**src/rtl/sprite_line_evaluator.sv**
```systemverilog
// Purpose: per-scanline OAM scan that selects sprites covering the requested line and emits render descriptors.
// Latency: start -> first OAM eval after 2 cycles; 2 cycles per entry plus cycles held in EMIT per accepted hit.
// Backpressure: descriptor held stable on o_valid until i_ready; the scan pauses while the renderer stalls.
module sprite_line_evaluator #(
    parameter int NUM_SPRITES   = 64,
    parameter int MAX_PER_LINE  = 16,
    parameter int SPRITE_HEIGHT = 32
) (
    input  logic                              i_clk,
    input  logic                              i_reset_n,
    input  logic                              i_line_start,
    input  logic [9:0]                        i_line_y,
    output logic [$clog2(NUM_SPRITES)-1:0]    o_oam_addr,
    input  logic [47:0]                       i_oam_data,
    output logic                              o_valid,
    input  logic                              i_ready,
    output logic [15:0]                       o_sprite_line_address,
    output logic [9:0]                        o_sprite_start_x,
    output logic                              o_tile_row,
    output logic                              o_row_flip,
    output logic [$clog2(MAX_PER_LINE):0]     o_count,
    output logic                              o_overflow,
    output logic                              o_done
);

    localparam int IDX_W = $clog2(NUM_SPRITES);
    localparam int CNT_W = $clog2(MAX_PER_LINE) + 1;
    localparam logic [IDX_W-1:0] LAST_IDX = IDX_W'(NUM_SPRITES - 1);
    localparam logic [CNT_W-1:0] MAX_CNT  = CNT_W'(MAX_PER_LINE);
    localparam logic [9:0]       HEIGHT   = 10'(SPRITE_HEIGHT);

    typedef enum logic [2:0] {
        S_IDLE  = 3'd0,
        S_FETCH = 3'd1,
        S_EVAL  = 3'd2,
        S_EMIT  = 3'd3,
        S_DONE  = 3'd4
    } state_t;

    state_t           state;
    logic [IDX_W-1:0] index;
    logic [9:0]       line_y;

    // OAM word fields
    logic [9:0]  spr_y;
    logic [9:0]  spr_x;
    logic [15:0] spr_base;
    logic        spr_vflip;
    logic        spr_en;
    logic        unused_oam;

    assign spr_y      = i_oam_data[9:0];
    assign spr_x      = i_oam_data[19:10];
    assign spr_base   = i_oam_data[35:20];
    assign spr_vflip  = i_oam_data[36];
    assign spr_en     = i_oam_data[37];
    assign unused_oam = ^i_oam_data[47:38];

    // The RAM address simply follows the scan index; data arrives in EVAL.
    assign o_oam_addr = index;

    // Row within the sprite; 10-bit subtraction gives the wrap across line 1023 -> 0.
    logic [9:0]  row;
    logic [9:0]  eff_row;
    logic        hit;
    logic [15:0] line_addr;

    // Hit test and flipped-row address for the entry currently on i_oam_data.
    always_comb begin
        row       = line_y - spr_y;
        hit       = spr_en && (row < HEIGHT);
        eff_row   = spr_vflip ? (HEIGHT - 10'd1 - row) : row;
        line_addr = spr_base + {6'd0, eff_row};
    end

    // Scan FSM: fetch/eval per entry, emit hits over valid/ready, pulse done at the end.
    always_ff @(posedge i_clk or negedge i_reset_n) begin
        if (!i_reset_n) begin
            state                 <= S_IDLE;
            index                 <= '0;
            line_y                <= '0;
            o_valid               <= 1'b0;
            o_sprite_line_address <= '0;
            o_sprite_start_x      <= '0;
            o_tile_row            <= 1'b0;
            o_row_flip            <= 1'b0;
            o_count               <= '0;
            o_overflow            <= 1'b0;
            o_done                <= 1'b0;
        end else begin
            o_done <= 1'b0;
            if (i_line_start) begin
                // A start in any state restarts the scan; a coincident handshake is dropped.
                line_y     <= i_line_y;
                index      <= '0;
                o_count    <= '0;
                o_overflow <= 1'b0;
                o_valid    <= 1'b0;
                state      <= S_FETCH;
            end else begin
                case (state)
                    S_IDLE: begin
                        state <= S_IDLE;
                    end
                    S_FETCH: begin
                        state <= S_EVAL;
                    end
                    S_EVAL: begin
                        if (hit && (o_count != MAX_CNT)) begin
                            o_sprite_line_address <= line_addr;
                            o_sprite_start_x      <= spr_x;
                            o_tile_row            <= eff_row[4];
                            o_row_flip            <= spr_vflip;
                            o_valid               <= 1'b1;
                            state                 <= S_EMIT;
                        end else begin
                            // A hit beyond the per-line cap is only recorded as overflow.
                            if (hit) begin
                                o_overflow <= 1'b1;
                            end
                            if (index == LAST_IDX) begin
                                o_done <= 1'b1;
                                state  <= S_DONE;
                            end else begin
                                index <= index + 1'b1;
                                state <= S_FETCH;
                            end
                        end
                    end
                    S_EMIT: begin
                        if (i_ready) begin
                            o_valid <= 1'b0;
                            o_count <= o_count + 1'b1;
                            if (index == LAST_IDX) begin
                                o_done <= 1'b1;
                                state  <= S_DONE;
                            end else begin
                                index <= index + 1'b1;
                                state <= S_FETCH;
                            end
                        end
                    end
                    S_DONE: begin
                        state <= S_IDLE;
                    end
                    default: begin
                        state <= S_IDLE;
                    end
                endcase
            end
        end
    end

endmodule
```
**config.mk**
```make
export PLATFORM = sky130hd
export DESIGN_NAME = sprite_line_evaluator
export DESIGN_NICKNAME = d
export VERILOG_FILES = /design/src/rtl/sprite_line_evaluator.sv
export SDC_FILE = /design/constraint.sdc
export NUM_CORES = 1
export LEC_CHECK = 0
export ABC_AREA = 1
export BUFFER_PORTS_ARGS = -buffer_cell sky130_fd_sc_hd__buf_4
export CORE_UTILIZATION = 48
export DETAILED_ROUTE_END_ITERATION = 8
export GPL_ROUTABILITY_DRIVEN = 0
export PLACE_DENSITY = 0.84
export SETUP_SLACK_MARGIN = 0.05
export SLEW_MARGIN = 20
export SYNTH_ARGS = -nofsm -noshare
export SYNTH_HDL_FRONTEND = slang
export SYNTH_SLANG_ARGS = --single-unit
```
**constraint.sdc**
```tcl
create_clock -name i_clk -period 3.1 [get_ports i_clk]
set_clock_uncertainty 0.2 [all_clocks]
set_input_delay 0.465 -clock i_clk [delete_from_list [all_inputs] [get_ports i_clk]]
set_output_delay 0.465 -clock i_clk [all_outputs]
set_load 0.02 [all_outputs]
```
Word-level counts from Yosys, hierarchy flattened
Cells that the tools add are included.
{ "op_classes": {"n_addsub": 5, "n_lt_le_gt_ge": 1, "eq_ne": 9, "mux": 27, "bitwise": 1, "n_reduce_logical": 12} }
{ "ops": {"columns": ["cell", "n"], "rows": [
  ["$mux 6", 4],
  ["$add 16x10->16", 1],
  ["$mux 5", 3],
  ["$mux 3", 4],
  ["$pmux 6 s2", 1],
  ["$reduce_and 3->1", 4],
  ["$mux 1", 11],
  ["$lt 10x6->1 const B", 1],
  ["$mux 10", 1],
  ["$sub 10x10->10", 1],
  ["$sub 5x10->10 const A", 1],
  ["$ne 3x3->1 const B", 3],
  ["$pmux 3 s3", 1],
  ["$reduce_bool 2->1", 4],
  ["$add 6x1->6 const B", 1],
  ["$eq 3x2->1 const B", 2],
  ["$eq 6x6->1 const B", 1],
  ["$add 5x1->5 const B", 1],
  ["$ne 5x5->1 const B", 1],
  ["$pmux 1 s2", 2],
  ["$eq 3x1->1 const B", 1],
  ["$reduce_bool 3->1", 1],
  ["$logic_and 1x1->1", 2],
  ["$ne 2x2->1 const B", 1],
  ["2 further kinds", 2]
]} }
{ "totals": {"reg_bits": 55, "inputBits": 62, "output_inout_bits": 42, "elab_cells": 66} }

Logic depth before layout (Yosys ltp)
{ "logic_depth": {"word_depth": 7, "mapped_depth": 25} }

Least setup slack after synthesis
OpenSTA, ideal clock, no wires.
{ "synth_timing": {"kind": "input port to flip-flop", "start": "input port i_oam_data[0]", "end": "register o_sprite_line_address[12]", "arrival_time_ns": 3.030, "t_required_ns": 2.787, "slack_ns": -0.243, "cell_stages": 18, "path_cell_list": "ha_1 fa_1 inv_1 nand2_1 nand4_1 nand2_1 ha_1 a21oi_1 xor2_1 inv_1 ha_1 a21oi_1 or2_2 nand3_1 xnor2_1 nand4_1 nand2_1 inv_1"} }
{ "synth_between": {"elab_chain_len": 5, "word_cells_on_any_way": 8, "cone_classes": "add/sub: 3; order compare: 1; mux: 1; reduce/logical: 3"} }
{ "synth_rtl": {"columns": ["element", "line", "rtl"], "rows": [
  ["start, declared", "14", "input logic [47:0] i_oam_data,"],
  ["$sub 10x10->10 *", "70", "row = line_y - spr_y;"],
  ["branches (longest 4 deep; another with $add 16x10->16)", null, null],
  ["end signal, assigned", "110", "o_sprite_line_address <= line_addr;"],
  ["end, declared", "17", "output logic [15:0] o_sprite_line_address,"]
]} }
Every way passes the cells marked *.
A chain may end at the register's enable or synchronous reset.

Worst setup path in the final report
{ "layout_timing": {"start": "register line_y[0]", "end": "register o_sprite_line_address[15]"} }
{ "layout_between": {"elab_chain_len": 5, "word_cells_on_any_way": 8, "cone_classes": "add/sub: 3; order compare: 1; mux: 1; reduce/logical: 3"} }
{ "layout_rtl": {"columns": ["element", "line", "rtl"], "rows": [
  ["start, declared", "42", "logic [9:0] line_y;"],
  ["start signal, assigned", "94", "line_y <= i_line_y;"],
  ["$sub 10x10->10 *", "70", null],
  ["branches (longest 4 deep; another with $add 16x10->16)", null, null]
]} }
Marked as above.

==> reports/qor.csv <==
metric;value;unit
PwrDens;490;nW/µm²
Max Buffers Root-to-Sink;2;
violated checks;negative setup slack;
crit-path max FO;5;
Post-Syn Area;3720;µm²
CP max stage cell;dfrtp_1;
most common cell after layout, fill and taps aside;nand2_1;
endpoint class of the critical path;flip-flop;
final WL;10100;µm
CTS tree;done;
post-route core utilization;0.729;
Slew HR;0.530;
period utilization;1.07;
CTS root buf;clkbuf_8;
n_diodes;0;
TritonCTS Sinks;55;
Distinct cells, synth;29;
Syn Inst Count;517;
Via density;5.13;
overall routing resource usage;0.239;
gr ovfl total;0;
CORE AREA;7370;µm²
antenna viol nets, final;0;
Buffers on Ports;93;
final hold violation count;0;
r2r startpoint;line_y[0];
share of layout cells above drive strength 1;0.351;
vias in the first global route;3595;
Post-synth EDFFs;0;
syn_area_per_cell;7.19;µm²
critical path type;reg -> reg;
die span in y;90;µm
crit path DAT;3350;ps
dominant cells by area after synthesis;dfrtp_1 37%, nand2_1 17%, inv_1 8.2%;
pin count of the biggest net entering global routing;56;
setup ws final;-215;ps
Setup Viol. Count Final;8;
number of fill cells in the layout;579;
ys async rst share;1.00;
Area Overhead vs Synth;44.5;%
Net Count, Synth;604;
commonest cells after routing, fill and taps aside;148 x nand2_1, 138 x buf_4, 78 x inv_1, 55 x dfrtp_1, 24 x o21ai_1;
Power Total;2630;µW
WHS;131;ps
initial antenna violation count;0;
Clk pin slew, worst setup/hold paths;110;ps
HP Class;in -> reg;
H-tree levels;2;
DR WL/cell;13.4;µm
initial drt markers;192;
Hold Crit Start;i_line_y[5];
Worst setup SP type;flip-flop;
Leakage;0.00285;µW
worst slew pin tran;705;ps
CP cell instances;inv_2 > ha_4 > fa_2 > inv_2 > nand2_2 > nand4_1 > nand2_2 > ha_4 > a21oi_2 > xor2_1 > inv_1 > ha_4 > nand2_4 > nor3_2 > nand2_1 > nand2_1 > nand2_1 > nand2_1 > nand4_1 > nand2_1 > inv_1;
unrepaired setup endpoints after global routing;true;
WP data required;3130;ps
TNS Setup;-1130;ps
routed via count;3854;
Synth Warn #;0;
max incr delay on CP;350;ps
Pre-Repair DR Iteration Count;4;
CTS Buf Count;5;
first-pass GRT wire length;15900;µm
Final HPWL DP;6890;µm
minimum clock period;3310;ps
FP Rows;31;
Seq/Total Area, Yosys;0.370;
status;finished with violations;
fin nets;739;
Die Wd;90;µm
worst setup path startpoint;line_y[0];
Worst Hold Path Cells;3;
FF+latch count, synth;55;
ys flop type;dfrtp_1;
Yosys top cell area share;0.370;
Peak supply drop;294;µV
die area;8100;µm²
most used cell, CP;nand2_1;
Max Transition Viols Final;0;
area leader, netlist;dfrtp_1;
clock insertion delay at the later pin of the skew report;320;ps
max-cap violations;0;
# IOs;104;
R2R depth;21;
post-route DRC violation count;0;
Max Freq;0.302;GHz
Initial Util;0.504;
registers in the layout (all words and copies together) (netlist names):
name / cells
line_y: 10
o_overflow: 1
o_done: 1
o_valid: 1
state: 3
o_sprite_start_x: 10
o_row_flip: 1
o_tile_row: 1
o_sprite_line_address: 16
o_oam_addr: 6
o_count: 5
critical path, delay by kind of cell, from the launching register on:
kind	cells	cell delay [ps]
AO/OA/AOI/OAI	1	140
XOR/XNOR	1	170
adder cells (fa/ha/maj)	4	1010
buffers and inverters	4	280
flip-flops	1	350
AND/OR/NAND/NOR	11	1050
metrics by stage:
stage                     worst slack (ps)  std cells  cell area (µm²)
after floorplan                      -8.89        517             3840
after global placement                -289        730             4850
after detailed placement              -401        730             4850
after CTS                            -79.9        743             5160
after global routing                  -413        752             5370
final                                 -215        752             5370
where the power goes:
| part | switching (µW) | internal, µW |
|---|---|---|
| clock network | 272 | 167 |
| registers | 39.3 | 767 |
| logic | 728 | 659 |
synth_stat cells, types with 4 or more instances:
| library cell | count |
|---|---|
| a21oi_1 | 21 |
| buf_2 | 5 |
| clkbuf_1 | 5 |
| dfrtp_1 | 55 |
| ha_1 | 23 |
| inv_1 | 81 |
| nand2_1 | 172 |
| nand3_1 | 32 |
| nand3b_1 | 4 |
| nand4_1 | 11 |
| nor2_1 | 28 |
| nor3_1 | 5 |
| o21ai_0 | 10 |
| o21ai_1 | 23 |
| xnor2_1 | 15 |
| xor2_1 | 11 |
timing repair:
item / in CTS / in global routing
setup buffers: 4 / 9
endpoints found under the hold margin: 7 / 0
gates cloned: 0 / 0
hold buffers: 1 / 0
resized for setup: 35 / 30
pin swaps: 34 / 18
endpoints found under the setup margin: 9 / 11
layout make-up:
cell class	count	area (µm²)	area share
Timing Repair Buffer	140	1070	0.198
Sequential cell	55	1380	0.256
Multi-Input combinational cell	369	2400	0.447
Clock buffer	5	68.8	0.0128
Clock inverter	3	27.5	0.00512
Tap cell	99	124	0.0231
Inverter	81	307	0.0571
kinds of logic after synthesis:
group           count (synthesis)  synth area share
compound gates                 59            0.0828
xor+xnor                       26            0.0613
fa+ha+maj                      25            0.0882
buf+inv                        93            0.0996
flops                          55             0.370
simple gates                  259             0.298
routing by layer:
metal	up-vias	track usage	wire length (µm)
met4	0	0.0874	297
met2	127	0.412	5110
met3	26	0.0440	526
met5	-	0	0
met1	1800	0.299	4150
li1	1901	-	-
final timing paths:
path                                             end  slack [ps]
setup reg to reg           o_sprite_line_address[15]        -210
max in group asynchronous              o_oam_addr[1]        1730
hold / removal                             line_y[5]         130
setup / recovery           o_sprite_line_address[15]        -210
min in group asynchronous   o_sprite_line_address[9]         510
hold reg to reg                            line_y[6]         290
No activity file was read; power rests on OpenSTA's default activity.
